==> config.mk <==
export PLATFORM = sky130hd
export DESIGN_NAME = stream_wb_responder
export DESIGN_NICKNAME = d
export VERILOG_FILES = /design/src/rtl/stream_wb_responder.sv
export SDC_FILE = /design/constraint.sdc
export NUM_CORES = 1
export LEC_CHECK = 0
export ABC_AREA = 0
export CELL_PAD_IN_SITES_DETAIL_PLACEMENT = 0
export CELL_PAD_IN_SITES_GLOBAL_PLACEMENT = 1
export CORE_ASPECT_RATIO = 2
export CORE_UTILIZATION = 43
export CTS_CLUSTER_DIAMETER = 120
export DETAILED_ROUTE_END_ITERATION = 8
export DONT_BUFFER_PORTS = 1
export GPL_TIMING_DRIVEN = 0
export PLACE_DENSITY_LB_ADDON = 0.1
export SETUP_SLACK_MARGIN = 0.5
export SLEW_MARGIN = 20
export SYNTH_ARGS = -nofsm -noshare
export SYNTH_HDL_FRONTEND = slang
export SYNTH_SLANG_ARGS = --single-unit
==> constraint.sdc <==
create_clock -name clk_i -period 1.8 [get_ports clk_i]
set_input_delay 0.36 -clock clk_i [delete_from_list [all_inputs] [get_ports clk_i]]
set_output_delay 0.36 -clock clk_i [all_outputs]
set_load 0.01 [all_outputs]
==> src/rtl/stream_wb_responder.sv <==
// stream_wb_responder
// Consumer end of a valid/ready request stream. Each accepted request becomes one
// Wishbone classic single-beat cycle; the outcome (read data, bus error or timeout)
// is returned on a valid/ready response stream. Only one transaction is in flight.
module stream_wb_responder #(
   parameter int AW      = 32,
   parameter int DW      = 32,
   parameter int TIMEOUT = 255
) (
   input  logic            clk_i,
   input  logic            rst_ni,
   input  logic            clr_i,
   input  logic            req_valid_i,
   output logic            req_ready_o,
   input  logic [AW-1:0]   req_addr_i,
   input  logic [DW-1:0]   req_wdata_i,
   input  logic [DW/8-1:0] req_sel_i,
   input  logic            req_we_i,
   output logic            rsp_valid_o,
   input  logic            rsp_ready_i,
   output logic [DW-1:0]   rsp_rdata_o,
   output logic            rsp_err_o,
   output logic            rsp_tmo_o,
   output logic            wb_cyc_o,
   output logic            wb_stb_o,
   output logic            wb_we_o,
   output logic [AW-1:0]   wb_adr_o,
   output logic [DW-1:0]   wb_dat_o,
   output logic [DW/8-1:0] wb_sel_o,
   input  logic [DW-1:0]   wb_dat_i,
   input  logic            wb_ack_i,
   input  logic            wb_err_i
);

   localparam int SW = DW / 8;
   // Counter only has to reach TIMEOUT; keep at least one bit when the timeout is disabled.
   localparam int CW = (TIMEOUT < 1) ? 1 : $clog2(TIMEOUT + 1);
   // Count value seen during the TIMEOUT-th BUS cycle (count increments after that cycle).
   localparam logic [CW-1:0] TMO_LAST = CW'((TIMEOUT > 0) ? TIMEOUT - 1 : 0);

   typedef enum logic [1:0] {
      S_IDLE = 2'd0,
      S_BUS  = 2'd1,
      S_RESP = 2'd2
   } state_t;

   state_t          state_q;
   logic [CW-1:0]   cnt_q;
   logic [CW-1:0]   cnt_d;
   logic            tmo_hit;
   logic            wb_cyc_q;
   logic            wb_we_q;
   logic [AW-1:0]   wb_adr_q;
   logic [DW-1:0]   wb_dat_q;
   logic [SW-1:0]   wb_sel_q;
   logic            rsp_valid_q;
   logic [DW-1:0]   rsp_rdata_q;
   logic            rsp_err_q;
   logic            rsp_tmo_q;

   // Saturating next count and the timeout condition for the current BUS cycle.
   always_comb begin
      cnt_d = cnt_q;
      if (cnt_q != '1) begin
         cnt_d = cnt_q + CW'(1);
      end
      tmo_hit = (TIMEOUT != 0) && (cnt_q == TMO_LAST);
   end

   // Transaction FSM: request capture, bus cycle termination and response hold.
   always_ff @(posedge clk_i or negedge rst_ni) begin
      if (!rst_ni) begin
         state_q     <= S_IDLE;
         cnt_q       <= '0;
         wb_cyc_q    <= 1'b0;
         wb_we_q     <= 1'b0;
         wb_adr_q    <= '0;
         wb_dat_q    <= '0;
         wb_sel_q    <= '0;
         rsp_valid_q <= 1'b0;
         rsp_rdata_q <= '0;
         rsp_err_q   <= 1'b0;
         rsp_tmo_q   <= 1'b0;
      end else if (clr_i) begin
         // Abort: drop whatever is in flight without producing a response.
         state_q     <= S_IDLE;
         cnt_q       <= '0;
         wb_cyc_q    <= 1'b0;
         rsp_valid_q <= 1'b0;
      end else begin
         case (state_q)
            S_IDLE: begin
               if (req_valid_i) begin
                  wb_adr_q <= req_addr_i;
                  wb_dat_q <= req_wdata_i;
                  wb_sel_q <= req_sel_i;
                  wb_we_q  <= req_we_i;
                  wb_cyc_q <= 1'b1;
                  state_q  <= S_BUS;
               end
            end
            S_BUS: begin
               cnt_q <= cnt_d;
               if (wb_err_i || wb_ack_i || tmo_hit) begin
                  // err beats ack; any slave response beats the timeout.
                  rsp_err_q   <= wb_err_i || !wb_ack_i;
                  rsp_tmo_q   <= !wb_err_i && !wb_ack_i;
                  rsp_rdata_q <= (wb_ack_i && !wb_err_i && !wb_we_q) ? wb_dat_i : '0;
                  wb_cyc_q    <= 1'b0;
                  rsp_valid_q <= 1'b1;
                  state_q     <= S_RESP;
               end
            end
            S_RESP: begin
               if (rsp_ready_i) begin
                  rsp_valid_q <= 1'b0;
                  cnt_q       <= '0;
                  state_q     <= S_IDLE;
               end
            end
            default: begin
               state_q <= S_IDLE;
            end
         endcase
      end
   end

   assign req_ready_o = (state_q == S_IDLE);
   assign wb_cyc_o    = wb_cyc_q;
   assign wb_stb_o    = wb_cyc_q;
   assign wb_we_o     = wb_we_q;
   assign wb_adr_o    = wb_adr_q;
   assign wb_dat_o    = wb_dat_q;
   assign wb_sel_o    = wb_sel_q;
   assign rsp_valid_o = rsp_valid_q;
   assign rsp_rdata_o = rsp_rdata_q;
   assign rsp_err_o   = rsp_err_q;
   assign rsp_tmo_o   = rsp_tmo_q;

endmodule

==> results.toml <==
[die]
coreArea_um2 = 10880
die_w_um = 76.72
die_area_um2 = 11620
die-height_um = 151.4
rows = 54
io_pins = 215
initial_core_util = 0.4413

[global_routing]
grt_antenna_before_repair = 0
grt_pass1_vias = 3109
gr-total-overflow = 0
grt_pass1_wl_mm = 16.78
grt_max_degree = 116
track_usage = 0.1945

[layout]
syn_to_final_growth_pct = 35.37
antenna_cells = 0
fin_nets = 522
drive_gt1_frac = 0.3906
num-fill-cells = 862
final_common_cell = "dfrtp_1"
layout_common_cells = "dfrtp_1 (114), mux2_4 (68), inv_1 (38), nand2_1 (38), mux2i_1 (34)"

[logic_synthesis]
synth_top_cell_area_share = 0.5994
synth_edf_count = 0
synth_area_um2 = 4801
ys_seq_elements = 115
synth.largest_area_cell = "dfrtp_1"
synth-main-ff-cell = "dfrtp_1"
ys_types = 39
ys_seq_area_frac = 0.5994
synth.avg_cell_area_um2 = 13.08
synth_area_leaders = "dfrtp_1 (60%), mux2_2 (16%), mux2i_1 (7.1%)"
syn_nets = 477
ys_warn_count = 0
async_reset_ff_frac = 1.000
netlist_instances = 367

[flow_run]
maxCapViolCount = 0

[worst_setup_path]
worstPathRequired_ns = 2.09
critical_path_arrival_ns = 2.02
crit_type = "flop to flop"
r2r_cells = 6
r2r-start = "state_q[1]"
r2r_end = "wb_adr_o[0]"
start_kind = "flop"
cp-end-kind = "flop"
cp_max_fo = 5
r2r_slack_ns = 0.06

[min_path]
hp-class = "input pin to async pin"

[sta]
setup-violations-final = 0
skew_ns = 0.01129
timing.hold.ws_ns = -0.3533
rsz0062_at_grt = "yes"
period_share = 0.9653
report.final.hold_viol_count = 115
slew_headroom = 0.6965
setup-tns-final_ns = 0
max_freq_ghz = 0.5755
maxSlewViolCount = 0
max_slew.worst_pin.slew_ns = 0.4552
min_period_ns = 1.738

[cts]
cts_root_buf = "clkbuf_16"
cts.clk_slew.worst_paths_ns = 0.06
cts.sinks = 115
cts_tree = "yes"
cts_buffer_depth = 2
worstSkewPairLatency_ns = 0.41
h-tree-depth = 4
cts_made_buffers = 17

[pwr]
power_frac_comb = 0.134
pwr-share-clk = 0.421
switchingPower_uw = 2143
seqPwrFrac = 0.445
ir_worst_vdd_uv = 833.7
pwr_density_cell_nw_per_um2 = 1274
p_int_uw = 6135
p_total_uw = 8278
sw_frac_of_total = 0.2589
power_leakage_uw = 0.003077

[run_status]
status = "finished, violations left"
violations = "hold timing"

[routing]
vias = 2941
post_drt_wl_per_cell_um = 20.81
drtIter0Drc = 101
dr.pass1.iters = 4
drc = 0
via_per_inst = 5.205
wl_mm = 11.76
ant_nets = 0

[placement]
dp_hpwl_mm = 7.612
finalWeightedCongestion = 0.7788
portBuffers = 0
-- through the flow --
| stage | setup slack (ns) | util | cell area [um2] | cells | hold slack (ns) |
|---|---|---|---|---|---|
| floorplan | 0.07099 | - | 5167 | 367 | 0.06441 |
| detailed placement | -0.1412 | 0.4911 | 5343 | 507 | 0.06699 |
| global route | 0.004257 | 0.5974 | 6499 | 565 | -0.3758 |
| CTS | 0.08633 | 0.5710 | 6211 | 552 | -0.3676 |
| finish | 0.06244 | 0.5974 | 6499 | 565 | -0.3533 |
| global placement | -0.1078 | 0.4911 | 5343 | 507 | 0.06652 |
-- how the worst max path moves through the flow --
stage | startpoint | end | slack, ns | cells after the start
global route | cnt_q[0] | rsp_rdata_o[26] | 0.004 | 8
finish | state_q[1] | wb_adr_o[0] | 0.06 | 6
detailed placement | clr_i | rsp_rdata_o[21] | -0.14 | 7
CTS | cnt_q[0] | rsp_rdata_o[27] | 0.09 | 8
floorplan | clr_i | rsp_rdata_o[10] | 0.07 | 7
global placement | clr_i | rsp_rdata_o[20] | -0.11 | 7
-- worst max-delay path: stages (launching register included) --
cell and delay [ns]:
dfrtp_1 0.40, buf_4 0.17, nor2_4 0.16, and3_4 0.26, clkbuf_16 0.18, buf_12 0.12
mux2_2 0.33
-- routing by layer --
metal,part of all wire,vias to the layer above,routed length [um],global-route usage
met5,0,-,0,0
met4,0.027,0,322,0.1192
met3,0.087,21,1022,0.07831
met2,0.55,160,6505,0.3290
met1,0.33,1439,3910,0.1994
li1,-,1321,-,-
-- flip-flops by register name, summed over array words and instances (netlist names) --
signal / flops
wb_sel_o: 4
rsp_tmo_o: 1
wb_cyc_o: 1
rsp_valid_o: 1
cnt_q: 8
wb_adr_o: 32
wb_we_o: 1
state_q: 2
rsp_err_o: 1
wb_dat_o: 32
rsp_rdata_o: 32
-- final cells by class --
class	instances	area [um2]	area share
Sequential cell	115	2879	0.4430
Multi-Input combinational cell	196	2007	0.3088
Timing Repair Buffer	26	392.9	0.06045
Buffer	17	282.8	0.04351
Inverter	39	146.4	0.02253
Clock buffer	19	432.9	0.06662
Tap cell	140	175.2	0.02695
Clock inverter	13	182.7	0.02811
-- logic make-up (layout without fill, tap and decap cells) --
| family | after synthesis | after routing | synth area share |
|---|---|---|---|
| AO/OA/AOI/OAI | 19 | 19 | 0.02737 |
| XOR/XNOR | 1 | 1 | 0.001825 |
| adder cells (fa/ha/maj) | 2 | 2 | 0.005212 |
| buffers and inverters | 56 | 114 | 0.06151 |
| flip-flops | 115 | 115 | 0.5994 |
| multiplexers | 103 | 103 | 0.2327 |
| AND/OR/NAND/NOR | 71 | 71 | 0.07193 |
-- power by group through the flow --
stage | clock, uW | sequential (uW) | combinational (uW)
finish | 3490 | 3680 | 1110
global route | 3660 | 3740 | 1200
CTS | 3550 | 3690 | 1030
detailed placement | 0 | 3730 | 942
global placement | 0 | 3720 | 926
floorplan | 0 | 3590 | 847
-- cells in the mapped netlist, types with 2 or more instances --
master	count
nand3_1	6
inv_1	39
a31oi_1	3
nor2b_1	2
or2_1	2
and3_1	3
nand4_1	2
o21ai_0	2
mux2_2	69
a21oi_1	6
clkbuf_1	4
nor2_1	5
mux2i_1	34
buf_2	7
nor3b_1	2
ha_1	2
a22oi_1	2
buf_12	4
dfrtp_1	115
nand2_1	39
-- repair_timing --
item	in CTS	in global routing
buffers inserted	11	4
gates resized for setup	29	12
gates cloned	2	9
pin swaps	6	4
endpoints found under the hold margin	115	115
endpoints found under the setup margin	117	117
Power figures use the tool's default switching activity.
